--- src/rtl/plic_gateway_arb.sv ---
// PLIC interrupt sequencing core: per-source gateways, claim/complete handshake, priority arbiter.
// Define PLIC_EDGE_TRIG_EN for rising-edge triggering with a one-deep deferred flag; default is level.
module plic_gateway_arb #(
  parameter int IRQ_NUM  = 32,
  parameter int IRQ_WID  = 5,
  parameter int PRIO_WID = 4
) (
  input  logic                         clk_i,
  input  logic                         rst_n_i,
  input  logic                         en_i,
  input  logic [IRQ_NUM-1:0]           irq_i,
  input  logic [IRQ_NUM-1:0]           ie_i,
  input  logic [IRQ_NUM*PRIO_WID-1:0]  prio_i,
  input  logic [PRIO_WID-1:0]          thold_i,
  input  logic                         claim_i,
  input  logic                         comp_i,
  input  logic [IRQ_WID-1:0]           comp_id_i,
  output logic [IRQ_NUM-1:0]           ip_o,
  output logic [IRQ_WID-1:0]           claim_id_o,
  output logic                         ext_irq_o
);

  typedef enum logic [1:0] {
    GW_IDLE  = 2'd0,
    GW_PEND  = 2'd1,
    GW_INSVC = 2'd2
  } gw_state_e;

  gw_state_e gw_q [IRQ_NUM];
  gw_state_e gw_d [IRQ_NUM];

  logic [IRQ_WID-1:0]  best_id_q, best_id_d;
  logic [IRQ_WID-1:0]  arb_id;
  logic [PRIO_WID-1:0] arb_prio;
  logic [IRQ_NUM-1:0]  trig;
  logic                claim_hit;

`ifdef PLIC_EDGE_TRIG_EN
  logic [IRQ_NUM-1:0] irq_q, irq_d;
  logic [IRQ_NUM-1:0] deferred_q, deferred_d;

  assign irq_d = irq_i;
  assign trig  = irq_i & ~irq_q;
`else
  assign trig = irq_i;
`endif

  // A claim only acts when the bus actually read a non-zero ID.
  assign claim_hit = claim_i && (best_id_q != '0);

  always_comb begin
`ifdef PLIC_EDGE_TRIG_EN
    deferred_d = deferred_q;
`endif
    for (int n = 0; n < IRQ_NUM; n++) begin
      gw_d[n] = gw_q[n];
      case (gw_q[n])
        GW_IDLE: begin
          if (trig[n]) gw_d[n] = GW_PEND;
        end
        GW_PEND: begin
          if (claim_hit && (best_id_q == IRQ_WID'(n))) gw_d[n] = GW_INSVC;
        end
        GW_INSVC: begin
          if (comp_i && (comp_id_i == IRQ_WID'(n))) begin
`ifdef PLIC_EDGE_TRIG_EN
            if (deferred_q[n] || trig[n]) gw_d[n] = GW_PEND;
            else                          gw_d[n] = GW_IDLE;
            deferred_d[n] = 1'b0;
`else
            gw_d[n] = GW_IDLE;
`endif
          end
`ifdef PLIC_EDGE_TRIG_EN
          else if (trig[n]) begin
            deferred_d[n] = 1'b1;
          end
`endif
        end
        default: gw_d[n] = GW_IDLE;
      endcase
    end
    // Source 0 is the "no interrupt" ID and never leaves IDLE.
    gw_d[0] = GW_IDLE;
`ifdef PLIC_EDGE_TRIG_EN
    deferred_d[0] = 1'b0;
`endif
  end

  // Strict greater-than keeps the lowest ID on priority ties.
  always_comb begin
    arb_id   = '0;
    arb_prio = '0;
    for (int n = 0; n < IRQ_NUM; n++) begin
      if ((gw_q[n] == GW_PEND) && ie_i[n] &&
          (prio_i[n*PRIO_WID +: PRIO_WID] > thold_i) &&
          (prio_i[n*PRIO_WID +: PRIO_WID] > arb_prio)) begin
        arb_id   = IRQ_WID'(n);
        arb_prio = prio_i[n*PRIO_WID +: PRIO_WID];
      end
    end
  end

  // Zeroing after a claim stops the same stale ID being claimed twice.
  always_comb begin
    best_id_d = '0;
    if (!claim_hit && en_i) best_id_d = arb_id;
  end

  always_comb begin
    for (int n = 0; n < IRQ_NUM; n++) begin
      ip_o[n] = (gw_q[n] == GW_PEND);
    end
    ip_o[0] = 1'b0;
  end

  assign claim_id_o = best_id_q;
  assign ext_irq_o  = (best_id_q != '0);

  always_ff @(posedge clk_i or negedge rst_n_i) begin
    if (!rst_n_i) begin
      for (int n = 0; n < IRQ_NUM; n++) begin
        gw_q[n] <= GW_IDLE;
      end
      best_id_q <= '0;
`ifdef PLIC_EDGE_TRIG_EN
      irq_q      <= '0;
      deferred_q <= '0;
`endif
    end else begin
      for (int n = 0; n < IRQ_NUM; n++) begin
        gw_q[n] <= gw_d[n];
      end
      best_id_q <= best_id_d;
`ifdef PLIC_EDGE_TRIG_EN
      irq_q      <= irq_d;
      deferred_q <= deferred_d;
`endif
    end
  end

endmodule

--- config.mk ---
export PLATFORM = sky130hd
export DESIGN_NAME = plic_gateway_arb
export DESIGN_NICKNAME = d
export VERILOG_FILES = /design/src/rtl/plic_gateway_arb.sv
export SDC_FILE = /design/constraint.sdc
export NUM_CORES = 1
export LEC_CHECK = 0
export ABC_AREA = 1
export CORE_MARGIN = 3
export CORE_UTILIZATION = 25
export CTS_BUF_LIST = sky130_fd_sc_hd__clkbuf_16
export DETAILED_ROUTE_END_ITERATION = 8
export GPL_ROUTABILITY_DRIVEN = 0
export PLACE_DENSITY_LB_ADDON = 0.15
export SLEW_MARGIN = 20
export SYNTH_ARGS = -nofsm -noshare
export SYNTH_HDL_FRONTEND = slang
export SYNTH_SLANG_ARGS = --single-unit
--- constraint.sdc ---
create_clock -name clk_i -period 92.6 [get_ports clk_i]
set_clock_uncertainty 0.15 [all_clocks]
set_input_delay 18.52 -clock clk_i [delete_from_list [all_inputs] [get_ports clk_i]]
set_output_delay 18.52 -clock clk_i [all_outputs]
set_load 0.02 [all_outputs]
## Yosys cells after proc, flatten, opt, wreduce, memory -nomap -nowiden

Index checks and enable logic that the tools add are counted.

- Muxes and demuxes: 186
- Reductions and logical operators: 221
- Equal/unequal tests: 217
- Order comparisons: 62

Operators with widths:

| operator | number |
|---|---|
| $gt A4 B4 Y1 | 61 |
| $mux W2 | 93 |
| $pmux W2 S3 | 31 |
| $eq A5 B5 Y1 const B | 32 |
| $logic_and A1 B1 Y1 | 157 |
| $mux W5 | 31 |
| $ne A2 B2 Y1 const B | 62 |
| $mux W4 | 30 |
| $reduce_and A3 Y1 | 31 |
| $eq A5 B4 Y1 const B | 16 |
| $eq A2 B1 Y1 const B | 31 |
| $eq A2 B2 Y1 const B | 31 |
| $logic_not A2 Y1 | 31 |
| $ne A2 B1 Y1 const B | 31 |
| $eq A5 B3 Y1 const B | 8 |
| $eq A5 B2 Y1 const B | 4 |
| $eq A5 B1 Y1 const B | 2 |
| $reduce_bool A5 Y1 | 1 |
| $gt A4 B1 Y1 const B | 1 |
| $logic_not A1 Y1 | 1 |
| $mux W1 | 1 |

- Logic and storage cells: 718
- Output and inout port bits: 38
- Input bits: 206
- Register bits after elaboration: 67

## Depth between registers and ports, before layout

- Word-level depth: 96
- Mapped depth: 272
- Gate-level depth less buffers: 256

## Least setup slack after synthesis

Ideal clock, no wire load.

- Kind: input to register
- From: input thold_i[3]
- To: register best_id_q[3] (netlist: claim_id_o[3])
- Data arrival time: 48,484 ps
- Setup time: 114 ps
- Slack: 43,851 ps
- Data required time: 92,336 ps
- Stages on the path: 267
- Path buffers: 16
- Path through: inv_1 > ha_1 > nand2_1 > nor2_1 > nor2_1 > nand2_1 > inv_1 > nand2_1 > ha_1 > nand2_1 > inv_2 > nand2_1 > nand2_1 > nor2_2 > nand3_2 > inv_1 > nand2_1 > o21ai_0 > [... 231 more ...] > and2_1 > ha_1 > nand4_1 > o2111a_1 > nand3_1 > nand3_1 > o21ai_1 > ha_1 > inv_1 > nor2_1 > o211ai_1 > a221oi_1 > inv_1 > nand2_1 > nor3_1 > nand3_1 > nand3_1 > inv_1

- Word-level cells in the longest chain between the ends: 95
- Elaborated cells on any way between the ends: 183
- Those cells by class: 61 x order compare; 60 x mux; 62 x reduce/logical

Ends and longest elaborated chain:

| element | line | RTL |
|---|---|---|
| start, declared | 14 | `input logic [PRIO_WID-1:0] thold_i,` |
| $gt A4 B4 Y1 | 96 | `(prio_i[n*PRIO_WID +: PRIO_WID] > thold_i) &&` |
| $logic_and A1 B1 Y1 | 95 | `if ((gw_q[n] == GW_PEND) && ie_i[n] &&` |
| $logic_and A1 B1 Y1 | 96 |  |
| $mux W4 | 95 |  |
| $gt A4 B4 Y1 | 97 | `(prio_i[n*PRIO_WID +: PRIO_WID] > arb_prio)) begin` |
| $logic_and A1 B1 Y1 | 96 |  |
| $mux W4 | 95 |  |
| $gt A4 B4 Y1 | 97 |  |
| [... 80 more ...] | n/a |  |
| $gt A4 B4 Y1 | 97 |  |
| $logic_and A1 B1 Y1 | 96 |  |
| $mux W4 | 95 |  |
| $gt A4 B4 Y1 | 97 |  |
| $logic_and A1 B1 Y1 | 96 |  |
| $mux W5 (*) | 95 |  |
| $mux W5 (*) | 107 | `if (!claim_hit && en_i) best_id_d = arb_id;` |
| via best_id_d[3] | 32 | `logic [IRQ_WID-1:0] best_id_q, best_id_d;` |
| end signal, assigned | 134 | `best_id_q <= best_id_d;` |
| end, declared | 32 |  |

The timed path passes the listed nets; every way through them passes the cells marked *.
A chain may end at the register's enable or synchronous reset.

## Worst setup path after layout

Ends and elaborated chain as after synthesis.

==> metrics.md <==
| Metric | Value |
|---|---|
| Outcome | finished, final reports clean |
| Iteration-0 DRC count of the detailed router | just under 800 |
| Number of fill cells | between 5000 and 6000 |
| Port bufs | between 200 and 250 |
| Hold Crit Class | reg2reg |
| Post-synthesis cell count | between 1500 and 2000 |
| Layout area overhead | 25.4% |
| Die ar. | slightly above 0.05 mm2 |
| RSZ-0062 raised after global routing | no |
| Io pins | roughly 240 |
| CP required | slightly above 90 ns |
| H-tree depth | 3 |
| Total of warnings raised by yosys | 0 |
| Setup violators final | 0 |
| Syn nets | approximately 2200 |
| Via count | 12300 |
| Via-to-Cell Ratio | about 4.7 |
| #FFs+latches synth | 67 |
| DRC Markers | 0 |
| Synth unique cells | 39 |
| Post_cts resized | 0 |
| Critical R2R Launch | gw_q[61] |
| Drt total wl | around 42000 um |
| Nets | 2435 |
| Final min period | ~53 ns |
| CP max stage cell | a221oi_1 |
| Synth area leader | ha_1 |
| Dominant cells by area after synthesis | ha_1, dfrtp_1, nand2_1, inv_1, nand3_1 |
| Pre-antenna DRT Iters | 5 |
| Row Count | 80 |
| Critical path launch point type | input port |
| R2r setup slk | 58.00 ns |
| Crit path kind | in2reg |
| Inserted Clock Buffers | 9 |
| Initial core utilization | about a quarter |
| GRT Overall Usage | between 10% and 20% |
| Worst-case clock buffer depth | 2 |
| Final hold violation count | 0 |
| Clk_lat worst skew | 0.35 ns |
| Max-Cap Viols | 0 |
| Slew Limit Fails | 0 |
| CP Launch Point | thold_i[3] |
| Hold_sp | gw_q[25] |
| Final worst slack | 39.34 ns |
| Share of cells above drive strength 1 | 9.28% |
| Die Height | 227 um |
| First-pass GRT wire length | between 60000 and 70000 um |
| CTS tree | yes |
| Antenna violations before repair | 7 |
| Drt wl/cell | around 16 um |
| Worst rel slew slack | between 30% and 40% |
| Dpl ws | 38.67 ns |
| CP endpoint kind | register |
| Critical Path Fanout Max | 18 |
| Post-synthesis sequential area ratio | 13.8% |
| Post-route setup TNS | 0 ns |
| Top cell type's share of synthesized area | approximately 22% |
| Reg clk slew, reported paths | 0.06 ns |
| Largest net degree at the start of global routing | between 60 and 70 |
| Crit path DAT | approximately 53 ns |
| HPWL after detailed placement | between 30000 and 40000 um |
| Fin crit share | between 50 and 60% |
| Cts hold-fix bufs | 0 |
| Syn_area_per_cell | approximately 6.7 um2 |
| Worst-Margin Slew | between 0.9 and 1 ns |
| Cell mode on critical path | nand2_1 |
| CTS sink cnt | 67 |
| Vias in the first global route | 11800 |
| Total grt overflow | 0 |
| Clock Tree Root | clkbuf_16 |
| DRT antenna net count | 0 |
| Die width | about 230 um |
| Slowest stage delay, CP | 0.47 ns |
| Cell Area, Synth | about 0.012 mm2 |
| Peak Freq | roughly 19 MHz |
| Core ar. | 0.0479 mm2 |
| Postcts setup bufs | 0 |
[worst max-delay path, delay by kind of cell]
family	cells	cell delay, ns
buffers and inverters	36	2.43
and+or+nand+nor	129	14.61
adders and majority gates	31	9.92
AOI/OAI and AO/OA	56	7.83
[cells by family after synthesis]
kind of cell	share of synthesized area [%]
other	0.0308
and+or+nand+nor	34.7
DFF	13.8
adders and majority gates	22.4
buffers and inverters	12.3
AOI/OAI and AO/OA	16.7
[cell usage in the layout (no fill, tap or decap), types with 11 or more instances in the layout]
| cell | Yosys | routed |
|---|---|---|
| a21oi_1 | 66 | 66 |
| a22o_1 | 11 | 11 |
| clkdlybuf4s50_1 | 0 | 234 |
| dfrtp_1 | 67 | 67 |
| ha_1 | 218 | 218 |
| inv_1 | 281 | 281 |
| nand2_1 | 358 | 358 |
| nand2_2 | 60 | 60 |
| nand2_4 | 20 | 20 |
| nand3_1 | 147 | 147 |
| nand3_2 | 27 | 27 |
| nand4_1 | 48 | 48 |
| nor2_1 | 128 | 128 |
| nor2_2 | 30 | 30 |
| nor2_4 | 18 | 18 |
| nor3_1 | 13 | 13 |
| o2111ai_1 | 19 | 19 |
| o211ai_1 | 16 | 16 |
| o21ai_0 | 111 | 111 |
| o21bai_1 | 52 | 52 |
| o31ai_1 | 27 | 27 |
[cells in the mapped netlist (all sizes together)]
library cell and n:
nand2 438, inv 286, ha 218, nor2 176, nand3 174, o21ai 116
dfrtp 67, a21oi 66, o21bai 52, nand4 48, buf 47, o31ai 27
o2111ai 19, o211ai 16, nor3 13, a22o 11, a211oi 4, a31oi 4
a32o 4, and2 4, clkinv 3, clkbuf 2, o21a 2, o311ai 2
a221oi 1, conb 1, nor4 1, o2111a 1, or2 1
[routing by layer]
layer | share of wire, % | wire, um | track usage, % | vias up
met5 | 0.062 | 26 | 0 | -
met4 | 1.3 | 526 | 2.77 | 4
met3 | 4.9 | 2070 | 2.73 | 30
met2 | 46 | 19200 | 27.2 | 231
met1 | 48 | 20200 | 22.0 | 5514
li1 | - | - | - | 6489
[registers in the layout, indices dropped and copies added, names as in the netlist]
name	count
gw_q	62
claim_id_o	5
[layout make-up]
class,count,area (um2),share of cell area (%)
inverter,289,1090,7.12
sequential,67,1680,11.0
multi-input combinational,1399,8990,58.9
clock buffer,9,225,1.48
timing repair buffer,245,2420,15.9
clock inverter,7,77.6,0.509
antenna,3,7.51,0.0492
tap,615,769,5.05
[worst paths after layout]
kind	to	depth (start not counted)
min reg2reg	gw_q[24]	1
min	gw_q[24]	1
max	claim_id_o[3]	252
min in group asynchronous	gw_q[52]	2
max reg2reg	claim_id_o[3]	250
max in group asynchronous	gw_q[27]	2
[stage by stage]
stage	hold slack, ns	util (%)	cell area, um2	std cells
2_1_floorplan	0.280	-	12200	1804
3_3_place_gp	0.293	31.2	14900	2615
3_5_place_dp	0.303	31.2	14900	2615
4_1_cts	0.309	31.8	15200	2631
5_1_grt	0.326	31.8	15200	2633
6_report	0.311	31.8	15300	2634
Power is not shown: default switching activity piles up to over one toggle a cycle in this logic, so the estimate is an artifact.
==> RTL change, RTL diff (same settings) <==
Register the input `prio_i` before use. The logic sees it one clock later. The other inputs are not delayed to match.
--- a/src/rtl/plic_gateway_arb.sv
+++ b/src/rtl/plic_gateway_arb.sv
@@ -25,6 +25,12 @@
     GW_PEND  = 2'd1,
     GW_INSVC = 2'd2
   } gw_state_e;
+
+  logic [IRQ_NUM*PRIO_WID-1:0] prio_q;
+
+  always_ff @(posedge clk_i) begin
+    prio_q <= prio_i;
+  end
 
   gw_state_e gw_q [IRQ_NUM];
   gw_state_e gw_d [IRQ_NUM];
@@ -93,10 +99,10 @@
     arb_prio = '0;
     for (int n = 0; n < IRQ_NUM; n++) begin
       if ((gw_q[n] == GW_PEND) && ie_i[n] &&
-          (prio_i[n*PRIO_WID +: PRIO_WID] > thold_i) &&
-          (prio_i[n*PRIO_WID +: PRIO_WID] > arb_prio)) begin
+          (prio_q[n*PRIO_WID +: PRIO_WID] > thold_i) &&
+          (prio_q[n*PRIO_WID +: PRIO_WID] > arb_prio)) begin
         arb_id   = IRQ_WID'(n);
-        arb_prio = prio_i[n*PRIO_WID +: PRIO_WID];
+        arb_prio = prio_q[n*PRIO_WID +: PRIO_WID];
       end
     end
   end
Behaviour: not the same (a bounded check fails within 4 cycles, from zero or initial values and one cycle with rst_n_i low).
==> RTL change against the unedited design <==
Routed wire length rose by 11%; count of clock-buffer cells in the layout rose by 8; synthesized area rose by 21%; design area rose by 20%; setup slack improved by 0.064 ns; sequential cell count rose by 124.
Power is left out: the tool's default activity adds up to more than one toggle a clock period on the data nets, which glitch-free logic cannot reach.
==> RTL change: results (changes against the unedited design) <==
status=completed (unchanged); post-synth top area share=0.1859 (was 0.2242); synth cell count leaders=nand2_1, inv_1, ha_1 (unchanged); Top FF cell, synth=dfxtp_1 (was dfrtp_1); Layout clock area frac=0.03396 (was 0.01985); met1 usage in global routing=0.2007 (was 0.2197); Global Route Usage Sum=0.1547 (was 0.1614); first-pass GRT wire length=71.57 mm (was 64.29 mm); number of global-route vias before repair=12869 (was 11778); Worst R2R Setup Slack=57.91 ns (was 58.00 ns); Seq area share=0.2281 (was 0.1099); Worst Hold Endpoint=gw_q[30] (was gw_q[24]); Synth area leaders=ha_1, dfxtp_1, dfrtp_1, nand2_1, inv_1 (was ha_1, dfrtp_1, nand2_1, inv_1, nand3_1); CTS Buf Count=17 (was 9); post-synthesis sequential area ratio=0.2835 (was 0.1378); ANT cells=5 (was 3); Final #Nets=2570 (was 2435); fill count=6229 (was 5188); highest cell delay on the worst timing path=0.40 ns (was 0.47 ns); Non-CTS buffers=242 (was 245); met2 routed WL=21.35 mm (was 19.22 mm); clock slew at reported path FFs=0.08 ns (was 0.06 ns); placement-stage cell area=17600 sq um (was 14940 sq um); crit path max-delay cell type=clkdlybuf4s50_1 (was a221oi_1); Post-Synth Adder-Cell Area=0.1859 (was 0.2242); dpl hpwl=38.73 mm (was 36.12 mm)
## RTL change: how the worst max path moves through the flow
| stage | start | endpoint | slack [ns] | cells past startpoint |
|---|---|---|---|---|
| after floorplan | thold_i[3] | claim_id_o[3] | 43.81 | 267 |
| after global placement | thold_i[3] | claim_id_o[3] | 39.21 | 243 |
| after detailed placement | thold_i[3] | claim_id_o[3] | 38.65 | 246 |
| after CTS | thold_i[3] | claim_id_o[3] | 39.08 | 244 |
| after global routing | thold_i[3] | claim_id_o[3] | 34.58 | 252 |
| final | thold_i[3] | claim_id_o[3] | 39.40 | 250 |
## RTL change: critical path, delay by kind of cell
kind / cells / cell delay [ns]
AO/OA/AOI/OAI: 58 / 7.73
adder cells (fa/ha/maj): 31 / 9.97
buffers and inverters: 35 / 2.25
AND/OR/NAND/NOR: 126 / 14.91
